[src/rtl/ltpi_pkg.sv]
// LTPI shared types: data-channel payload, link states and the constants used
// by the target-side data-channel bridge.
package ltpi_pkg;

    localparam int TIMER_1MS_60MHZ = 60000;

    typedef enum logic [3:0] {
        link_detect_st  = 4'd0,
        link_speed_st   = 4'd1,
        advertise_st    = 4'd2,
        configure_st    = 4'd3,
        accept_st       = 4'd4,
        operational_st  = 4'd5,
        link_lost_st    = 4'd6
    } link_state_t;

    typedef enum logic [7:0] {
        READ_REQ   = 8'h00,
        WRITE_REQ  = 8'h01,
        CRC_ERROR  = 8'h02,
        READ_COMP  = 8'h03,
        WRITE_COMP = 8'h04
    } dc_command_t;

    typedef struct packed {
        logic [7:0]  tag;
        dc_command_t command;
        logic [31:0] address;
        logic [7:0]  status;
        logic [3:0]  byte_en;
        logic [31:0] data;
    } Data_channel_payload_t;

    localparam logic [7:0] DC_STATUS_OK  = 8'h00;
    localparam logic [7:0] DC_STATUS_ERR = 8'h01;
    localparam logic [1:0] AVM_RESP_OKAY = 2'b00;

    typedef enum logic [1:0] {IDLE, ISSUE, WAIT, RESP} dc_state_t;

    // Expands a 4-bit byte enable into a 32-bit lane mask.
    function automatic logic [31:0] be_mask(input logic [3:0] be);
        return {{8{be[3]}}, {8{be[2]}}, {8{be[1]}}, {8{be[0]}}};
    endfunction

endpackage

[src/rtl/ltpi_dc_req_fifo.sv]
// Synchronous request FIFO with first-word fall-through read and a flush
// that empties it in one cycle.
module ltpi_dc_req_fifo #(
    parameter int WIDTH = 8,
    parameter int DEPTH = 4
) (
    input  logic                     clk,
    input  logic                     reset,
    input  logic                     flush,
    input  logic                     push,
    input  logic [WIDTH-1:0]         wr_data,
    input  logic                     pop,
    output logic [WIDTH-1:0]         rd_data,
    output logic                     full,
    output logic                     empty,
    output logic [$clog2(DEPTH):0]   level
);
    localparam int AW = $clog2(DEPTH);
    localparam logic [AW:0] FULL_LVL = (AW+1)'(DEPTH);

    logic [WIDTH-1:0] mem [DEPTH];
    logic [AW-1:0]    wr_ptr, rd_ptr;
    logic [AW:0]      count;
    logic             do_push, do_pop;

    assign full    = (count == FULL_LVL);
    assign empty   = (count == '0);
    assign level   = count;
    assign rd_data = mem[rd_ptr];
    assign do_pop  = pop & ~empty;
    // A push into a full queue still lands when the head leaves in the same cycle.
    assign do_push = push & (~full | do_pop);

    // NOTE: state registers use non-blocking assignments so every flop samples pre-edge values.
    always_ff @(posedge clk or posedge reset) begin
        if (reset) begin
            wr_ptr <= '0;
            rd_ptr <= '0;
            count  <= '0;
        end else if (flush) begin
            wr_ptr <= '0;
            rd_ptr <= '0;
            count  <= '0;
        end else begin
            if (do_push) wr_ptr <= wr_ptr + 1'b1;
            if (do_pop)  rd_ptr <= rd_ptr + 1'b1;
            case ({do_push, do_pop})
                2'b10:   count <= count + 1'b1;
                2'b01:   count <= count - 1'b1;
                default: count <= count;
            endcase
        end
    end

    // NOTE: storage is not reset; entries are only ever read behind a valid count.
    always_ff @(posedge clk) begin
        if (do_push) mem[wr_ptr] <= wr_data;
    end

endmodule

[src/rtl/ltpi_dc_target_bridge.sv]
// Target-side LTPI data-channel bridge: queues received requests, runs them as
// Avalon-MM master cycles and returns tagged completions.
module ltpi_dc_target_bridge
    import ltpi_pkg::*;
#(
    parameter int          REQ_FIFO_DEPTH = 4,
    parameter logic [31:0] ADDR_BASE      = 32'h0000_0000,
    parameter int          ADDR_SIZE      = 64,
    parameter int          TIMEOUT_CYCLES = TIMER_1MS_60MHZ,
    parameter int          CNT_W          = 16
) (
    input  logic                              clk,
    input  logic                              reset,
    input  logic                              data_channel_rst,
    input  link_state_t                       local_link_state,
    input  Data_channel_payload_t             req_i,
    input  logic                              req_i_valid,
    input  logic                              frm_crc_error,
    output Data_channel_payload_t             resp,
    output logic                              resp_valid,
    input  logic                              resp_ack,
    output logic [31:0]                       avm_address,
    output logic                              avm_read,
    output logic                              avm_write,
    output logic [31:0]                       avm_writedata,
    output logic [3:0]                        avm_byteenable,
    input  logic                              avm_waitrequest,
    input  logic [31:0]                       avm_readdata,
    input  logic                              avm_readdatavalid,
    input  logic                              avm_writeresponsevalid,
    input  logic [1:0]                        avm_response,
    output logic [$clog2(REQ_FIFO_DEPTH):0]   q_level,
    output logic [CNT_W-1:0]                  drop_cnt,
    output logic [CNT_W-1:0]                  timeout_cnt
);
    localparam int               ENTRY_W  = $bits(Data_channel_payload_t) + 1;
    localparam int               TMR_W    = $clog2(TIMEOUT_CYCLES);
    localparam logic [TMR_W-1:0] TMR_LAST = TMR_W'(TIMEOUT_CYCLES - 1);
    localparam logic [32:0]      WIN_SIZE = 33'(ADDR_SIZE);

    dc_state_t             state, state_n;
    Data_channel_payload_t head, cur, resp_n;
    logic [ENTRY_W-1:0]    head_entry;
    logic                  head_crc, fifo_full, fifo_empty;
    logic                  link_op, push, pop, drop;
    logic [TMR_W-1:0]      tmr;
    logic [32:0]           offset;
    logic                  in_window, cmd_ok, cur_is_read, busy;
    logic                  abort_q, aborting, to_hit, done, timed_out;
    logic                  load_bus, load_resp;

    assign link_op = (local_link_state == operational_st);
    assign push    = req_i_valid & link_op;
    assign pop     = (state == IDLE) & ~fifo_empty & link_op;
    assign drop    = push & fifo_full & ~pop;

    ltpi_dc_req_fifo #(.WIDTH(ENTRY_W), .DEPTH(REQ_FIFO_DEPTH)) u_req_fifo (
        .clk     (clk),
        .reset   (reset),
        .flush   (data_channel_rst | ~link_op),
        .push    (push),
        .wr_data ({req_i, frm_crc_error}),
        .pop     (pop),
        .rd_data (head_entry),
        .full    (fifo_full),
        .empty   (fifo_empty),
        .level   (q_level)
    );

    assign {head, head_crc} = head_entry;
    // 33-bit offset so an address below ADDR_BASE wraps to a huge value and fails the window.
    assign offset    = {1'b0, head.address} - {1'b0, ADDR_BASE};
    assign in_window = (offset < WIN_SIZE);
    assign cmd_ok    = (head.command == READ_REQ) | (head.command == WRITE_REQ);

    assign cur_is_read = (cur.command == READ_REQ);
    assign busy        = (state == ISSUE) | (state == WAIT);
    assign aborting    = abort_q | ~link_op;
    assign to_hit      = (tmr == TMR_LAST);
    assign done        = (state == WAIT) &
                         (cur_is_read ? avm_readdatavalid : avm_writeresponsevalid);
    assign timed_out   = busy & to_hit & ~done;

    assign avm_address    = cur.address;
    assign avm_byteenable = cur.byte_en;
    assign avm_read       = (state == ISSUE) & cur_is_read & ~to_hit;
    assign avm_write      = (state == ISSUE) & ~cur_is_read & ~to_hit;
    assign resp_valid     = (state == RESP);

    always_ff @(posedge clk or posedge reset) begin
        if (reset)                 state <= IDLE;
        else if (data_channel_rst) state <= IDLE;
        else                       state <= state_n;
    end

    // NOTE: every always_comb output gets a default first so no path can infer a latch.
    always_comb begin
        state_n   = state;
        resp_n    = cur;
        load_bus  = 1'b0;
        load_resp = 1'b0;
        case (state)
            IDLE: begin
                if (pop) begin
                    resp_n        = head;
                    resp_n.status = DC_STATUS_ERR;
                    resp_n.data   = '0;
                    if (head_crc) begin
                        resp_n.command = CRC_ERROR;
                        load_resp      = 1'b1;
                        state_n        = RESP;
                    end else if (!in_window || !cmd_ok) begin
                        if (head.command == WRITE_REQ) resp_n.command = WRITE_COMP;
                        else                           resp_n.command = READ_COMP;
                        load_resp = 1'b1;
                        state_n   = RESP;
                    end else begin
                        load_bus = 1'b1;
                        state_n  = ISSUE;
                    end
                end
            end
            ISSUE, WAIT: begin
                if (done || timed_out) begin
                    if (cur_is_read) resp_n.command = READ_COMP;
                    else             resp_n.command = WRITE_COMP;
                    if (done) begin
                        resp_n.status = (avm_response != AVM_RESP_OKAY) ? DC_STATUS_ERR : DC_STATUS_OK;
                        resp_n.data   = cur_is_read ? (avm_readdata & be_mask(cur.byte_en))
                                                    : avm_writedata;
                    end else begin
                        resp_n.status = DC_STATUS_ERR;
                        resp_n.data   = '0;
                    end
                    if (aborting) begin
                        state_n = IDLE;
                    end else begin
                        load_resp = 1'b1;
                        state_n   = RESP;
                    end
                end else if (state == ISSUE && !avm_waitrequest) begin
                    state_n = WAIT;
                end
            end
            RESP: begin
                if (!link_op || resp_ack) state_n = IDLE;
            end
        endcase
    end

    always_ff @(posedge clk or posedge reset) begin
        if (reset) begin
            cur           <= '0;
            avm_writedata <= '0;
            resp          <= '0;
            tmr           <= '0;
            abort_q       <= 1'b0;
            drop_cnt      <= '0;
            timeout_cnt   <= '0;
        end else if (data_channel_rst) begin
            cur           <= '0;
            avm_writedata <= '0;
            resp          <= '0;
            tmr           <= '0;
            abort_q       <= 1'b0;
            drop_cnt      <= '0;
            timeout_cnt   <= '0;
        end else begin
            if (load_bus) begin
                cur           <= head;
                avm_writedata <= head.data & be_mask(head.byte_en);
            end
            if (load_resp) resp <= resp_n;
            if (load_bus)  tmr <= '0;
            else if (busy) tmr <= tmr + 1'b1;
            // An in-flight cycle that saw the link drop completes silently.
            abort_q <= (state_n != IDLE) & (abort_q | ~link_op);
            if (drop && !(&drop_cnt)) drop_cnt <= drop_cnt + 1'b1;
            if (timed_out && !aborting && !(&timeout_cnt)) timeout_cnt <= timeout_cnt + 1'b1;
        end
    end

endmodule

[config.mk]
export PLATFORM = sky130hd
export DESIGN_NAME = ltpi_dc_target_bridge
export DESIGN_NICKNAME = d
export VERILOG_FILES = /design/src/rtl/ltpi_pkg.sv /design/src/rtl/ltpi_dc_req_fifo.sv /design/src/rtl/ltpi_dc_target_bridge.sv
export SDC_FILE = /design/constraint.sdc
export NUM_CORES = 1
export LEC_CHECK = 0
export ABC_AREA = 1
export CAP_MARGIN = 15
export CORE_MARGIN = 10
export CORE_UTILIZATION = 40
export CTS_CLUSTER_DIAMETER = 100
export DETAILED_ROUTE_END_ITERATION = 6
export GPL_TIMING_DRIVEN = 0
export PLACE_DENSITY = 0.67
export SETUP_SLACK_MARGIN = 0.15
export SYNTH_ARGS = -nofsm -noshare
export SYNTH_HDL_FRONTEND = slang
export SYNTH_SLANG_ARGS = --single-unit
[constraint.sdc]
create_clock -name clk -period 22.1 [get_ports clk]
set_input_delay 2.21 -clock clk [delete_from_list [all_inputs] [get_ports clk]]
set_output_delay 2.21 -clock clk [all_outputs]
set_load 0.01 [all_outputs]
Word level (Yosys, flattened, before mapping)
Memory sizes are Yosys's and may differ from the RTL's.
Cells that the tools add are included.
Operators by class
  equal/unequal tests: 9
  add/subtract/negate cells: 7
  mux-type cells: 60
  order comparisons: 1
  bitwise operators: 29
  reduce and logical (&&, ||, !) cells: 31
Operator list (number)
  $mux W92: 5
  $mux W32: 6
  $mux W16: 7
  $and A32 B32 Y32: 2
  $pmux W32 S2: 1
  $add A16 B1 Y16 const B: 3
  $mux W8: 5
  $lt A32 B7 Y1 const B: 1
  $pmux W8 S2: 2
  $reduce_and A16 Y1: 2
  $mux W2: 12
  $eq A16 B16 Y1 const B: 1
  $logic_not A8 Y1: 2
  $reduce_bool A2 Y1: 8
  $and A1 B1 Y1: 15
  $mux W1: 15
  $mux W3: 3
  $eq A8 B1 Y1 const B: 1
  $logic_not A1 Y1: 7
  $not A1 Y1: 7
  $eq A2 B2 Y1 const B: 3
  $pmux W2 S3: 1
  $pmux W3 S2: 1
  $reduce_bool A3 Y1: 2
  other kinds (14): 25
Storage, ports and cells
  memories: 1
  bits of input ports: 139
  register bits after elaboration: 274
  RAM bits: 372
Memory list
  u_req_fifo.mem: depth 4, width 93, read ports 1, clocked after memory_dff 0, write ports 1, RTL line ltpi_dc_req_fifo.sv:21  | logic [WIDTH-1:0] mem [DEPTH];

Depth between registers and ports, before layout
An unclocked memory read counts as a cell.
  depth in word-level cells: 12
  gate-level depth with buffers: 19
  gate-level depth less buffers: 15

Hierarchy
From an unflattened synthesis, not the netlist that was laid out.
Unflattened totals
  cell total of the unflattened synthesis: 2661
  area total of the unflattened synthesis: 27730.3 µm²
By module, submodules not included
  ltpi_dc_req_fifo: area an instance 14236.2 µm², cells each 965, times used 1, seq. area each 11345.9 µm²
  ltpi_dc_target_bridge: area an instance 13494.2 µm², cells each 1696, times used 1, seq. area each 6681.4 µm²

Least setup slack after synthesis
No wires, ideal clock.
  path kind: in2reg
  from: in local_link_state[1]
  to: mem u_req_fifo.mem[0][0] (netlist bit), enable pin
  required time: 21.555 ns
  arrival: 6.870 ns
  cell stages on the path: 8
  library setup time: 0.545 ns
  setup slack: 14.685 ns
  cells stage by stage: nor2_1 -> and3_1 -> nand3_1 -> nand2_1 -> inv_1 -> nor2_1 -> inv_1 -> nor2_1
Between the ends
  longest elaborated chain between the ends: 7
RTL lines
  start, declared: RTL line ltpi_dc_target_bridge.sv:15  | input link_state_t local_link_state,
  $eq A4 B3 Y1 *: RTL line ltpi_dc_target_bridge.sv:52  | assign link_op = (local_link_state == operational_st);
  $and A1 B1 Y1: RTL line ltpi_dc_target_bridge.sv:54  | assign pop = (state == IDLE) & ~fifo_empty & link_op;
  $and A1 B1 Y1: RTL line ltpi_dc_req_fifo.sv:30  | assign do_pop = pop & ~empty;
  $or A1 B1 Y1: RTL line ltpi_dc_req_fifo.sv:32  | assign do_push = push & (~full | do_pop);
  $and A1 B1 Y1 *: RTL line ltpi_dc_req_fifo.sv:32
  $mux W1 *: RTL line ltpi_dc_req_fifo.sv:57  | if (do_push) mem[wr_ptr] <= wr_data;
  $mux W1 (not written as such) *: RTL line ltpi_dc_req_fifo.sv:57
  end, declared: RTL line ltpi_dc_req_fifo.sv:21
Mark *: on every way between the ends. The rest lies on a longest branch, timed or not.

Final worst setup path
  from: in local_link_state[3]
  to: mem u_req_fifo.mem[1][33] (netlist bit), enable pin
The elaborated chain is that of the path after synthesis.

==> impl_metrics.csv <==
group,metric,value,unit
status,status,"finished, final reports clean",
power_and_ir_drop,p_leak,13.9,nW
global_routing,grt_pass1_vias,20400,
worst_setup_path,cp_slowest_cell,"nor2_4",
logic_synthesis,syn_nets,2828,
worst_setup_path,crit_type,"in2reg",
clock_tree,cts_resized,0,
floorplanning,start_util,40.6,%
clock_tree,post-cts-setup-buffer-count,0,
worst_setup_path,crit_chain,"clkdlybuf4s50_1, nor2_1, and3_1, nand3_1, nand2_1, inv_1, nor2_1, inv_1, nor2_4, buf_16, buf_12, buf_12",
floorplanning,num_rows,95,
worst_setup_path,cpPeakStageDelay,0.59,ns
global_routing,grt_max_degree,102,
logic_synthesis,ys.flop_type,"edfxtp_1",
logic_synthesis,synth.distinct_cells,42,
sta,post-route-period-util,22.8,%
logic_synthesis,ys_warn_count,0,
global_routing,grt_overflow,0,
final_layout,final_cells,4038,
final_layout,syn2layout_area_growth,27.0,%
sta,slew_headroom,37.9,%
final_layout,layout-drive-gt1-share,7.50,%
placement,post-dp-hpwl,64400,um
route,via_count,21500,
floorplanning,die_height,282,um
logic_synthesis,synthArstFlopShare,42.4,%
sta,tns,0,ns
clock_tree,clock-sinks,646,
logic_synthesis,yosysTopAreaCell,"edfxtp_1",
final_layout,final_core_utilization,51.6,%
placement,place.gp.congestion,0.945,
power_and_ir_drop,seqPwrFrac,47.0,%
worst_hold_path,holdCritPathClass,"reg2reg",
route,first_pass_iters,5,
logic_synthesis,syn_area_per_cell,10.2,um^2
clock_tree,hold_buffers,0,
worst_setup_path,cp-start-kind,"input port",
clock_tree,clock_path_buffers,3,
route,wl,87900,um
power_and_ir_drop,p_per_area,78.7,mW/mm^2
global_routing,antenna_found_initial,17,
sta,hold_viol,0,
clock_tree,clk_pin_slew_worst_paths,0.06,ns
logic_synthesis,post_synth_main_area_contributors,"edfxtp_1 (41%), dfrtp_1 (25%), nand2_1 (8.5%), nand3_1 (5.3%), o21ai_0 (4.7%)",
clock_tree,cts-htree-levels,3,
route,post-route-drc-count,0,
clock_tree,ctsRootBufferMaster,"clkbuf_16",
logic_synthesis,netlist_area,0.0274,mm^2
worst_setup_path,cpLargestDelayFamily,"simple AND/OR/NAND/NOR gates",
logic_synthesis,synth-seq-area-share,65.8,%
sta,max_freq,199,MHz
floorplanning,die_x,282,um
sta,min_period,5.03,ns
worst_setup_path,endpoint_kind,"register",
route,wl_per_cell,21.8,um
sta,tightestPinTransition,0.931,ns
floorplanning,dieArea,0.0794,mm^2
power_and_ir_drop,intPower,2.12,mW
power_and_ir_drop,switchingPower,0.625,mW
job,drv_cap,0,
global_routing,grt_pass1_wl,130000,um
power_and_ir_drop,p_comb_share,6.5,%
final_layout,fin_nets,3254,
power_and_ir_drop,clockPowerShare,46.4,%
placement,place_inst,3903,
floorplanning,io-pin-count,337,
logic_synthesis,synth_enable_flop_cells,372,
route,avgViaCountPerCell,5.32,
worst_setup_path,crit_fanout,24,
global_routing,track_usage,21.6,%
clock_tree,numCtsBuffers,71,
worst_setup_path,worstPathArrival,5.34,ns
logic_synthesis,synth_top_area_share,40.8,%
power_and_ir_drop,p_sw_share,22.8,%
sta,rsz0062_at_grt,"false",
floorplanning,core_area,0.0675,mm^2
logic_synthesis,postSynthCellCount,2677,
logic_synthesis,synth-seq-cells,646,
route,ant_nets,0,
worst_setup_path,path_buf_inv,6,
clock_tree,clk_latency,0.62,ns
route,drt-initial-drc-count,2314,
sta,setup-violations-final,0,
clock_tree,cts_tree,"built",
placement,port_buffers,336,
sta,skew,0.0284,ns
sta,slew_viol_final,0,
worst_setup_path,required,22.41,ns
power_and_ir_drop,ir_worst_vdd,0.0513,mV
==> metal layers <==
metal	vias to the layer above	wire, um	track usage [%]
li1	9981	-	-
met1	10300	36300	29.1
met2	982	39700	33.2
met3	178	8500	5.35
met4	18	3210	8.62
met5	-	106	0
==> worst register-to-register path, delay by kind of cell, from the launching register on <==
kind                     cells  cell delay [ns]
flip-flops                   1             0.43
AND/OR/NAND/NOR              4             1.32
adder cells (fa/ha/maj)      1             0.31
buffers and inverters        6             1.19
==> worst paths after layout <==
kind	depth (start not counted)	startpoint	slack, ns	endpoint
max in group asynchronous	4	reset	18.61	avm_writedata[14]
worst max-delay path	12	local_link_state[3]	17.07	u_req_fifo.mem[1][33]
min in group asynchronous	2	reset	2.09	avm_address[21]
worst max register to register	11	state[0]	18.52	u_req_fifo.mem[1][33]
worst min register to register	2	cur[7]	0.47	cur[7]
worst min-delay path	2	cur[7]	0.47	cur[7]
==> power groups by stage <==
stage,clock [mW],sequential [mW],combinational [mW]
after floorplan,0,1.31,0.0894
after global placement,0,1.31,0.172
after detailed placement,0,1.31,0.175
after CTS,1.29,1.29,0.176
after global routing,1.35,1.29,0.192
final,1.27,1.29,0.179
==> final cells by class <==
type / instances / area (um^2)
fillers: 5995 / 32700
flip-flops and latches: 646 / 18000
well taps: 873 / 1090
inverters: 168 / 642
clock buffers: 90 / 1900
plain buffers: 185 / 992
diodes: 6 / 15.0
multi-input cells: 1678 / 7780
repair buffers: 353 / 3760
clock inverters: 39 / 604
==> sequential cells by signal, indices dropped and copies added (netlist names), 3 cells and up <==
| name | cells |
|---|---|
| avm_address | 32 |
| avm_byteenable | 4 |
| avm_writedata | 32 |
| cur | 56 |
| drop_cnt | 16 |
| resp | 92 |
| timeout_cnt | 16 |
| tmr | 16 |
| u_req_fifo.level | 3 |
| u_req_fifo.mem | 372 |
==> stage by stage <==
stage | instance area [um^2] | setup WS, ns | power, mW | hold slack, ns
2_1_floorplan | 27400 | 12.34 | 1.40 | 0.442
3_3_place_gp | 31900 | 8.39 | 1.49 | 0.454
3_5_place_dp | 32300 | 16.39 | 1.49 | 0.459
4_1_cts | 34800 | 17.04 | 2.75 | 0.474
5_1_grt | 34800 | 16.76 | 2.83 | 0.501
6_report | 34800 | 17.07 | 2.74 | 0.473
==> synth_stat cells (all sizes together), types with 4 or more instances <==
master and n:
nand4 33, o21ai 275, nand2 626, o22ai 76, ha 11, o31ai 7, edfxtp 372, nor3 28
nor3b 5, nor2 237, nand3 291, a31oi 5, inv 166, a21oi 45, dfrtp 274, clkbuf 78
a211oi 4, buf 107, xor2 14, nor4 5
==> cell usage in the layout, fill, tap and decap left out, types with 6 or more instances in the layout <==
master,count
clkinv_2,8
ha_1,11
o22ai_1,76
xor2_1,14
nand3_1,289
nand4_1,33
inv_1,162
clkbuf_16,71
o21ai_0,256
buf_4,43
dfrtp_1,274
clkinv_1,10
nand2_1,624
buf_16,7
buf_2,43
clkbuf_1,92
nor2_4,6
edfxtp_1,372
nor3_1,27
clkdlybuf4s50_1,336
a21oi_1,45
o21ai_1,19
diode_2,6
buf_12,10
buf_6,11
nor2_1,230
bufinv_16,14
o31ai_1,7
buf_1,10
==> cells by family (layout without fill, tap and decap cells) <==
| group | Yosys count | count (layout) | share of synthesized area (%) |
|---|---|---|---|
| adders and majority gates | 12 | 12 | 0.575 |
| xor gates and xnor gates | 17 | 17 | 0.543 |
| AOI/OAI and AO/OA | 420 | 420 | 8.24 |
| buffers and inverters | 353 | 835 | 5.93 |
| DFF | 646 | 646 | 65.8 |
| other | 0 | 6 | 0 |
| and+or+nand+nor | 1229 | 1229 | 18.9 |
Power figures use the tool's default switching activity.
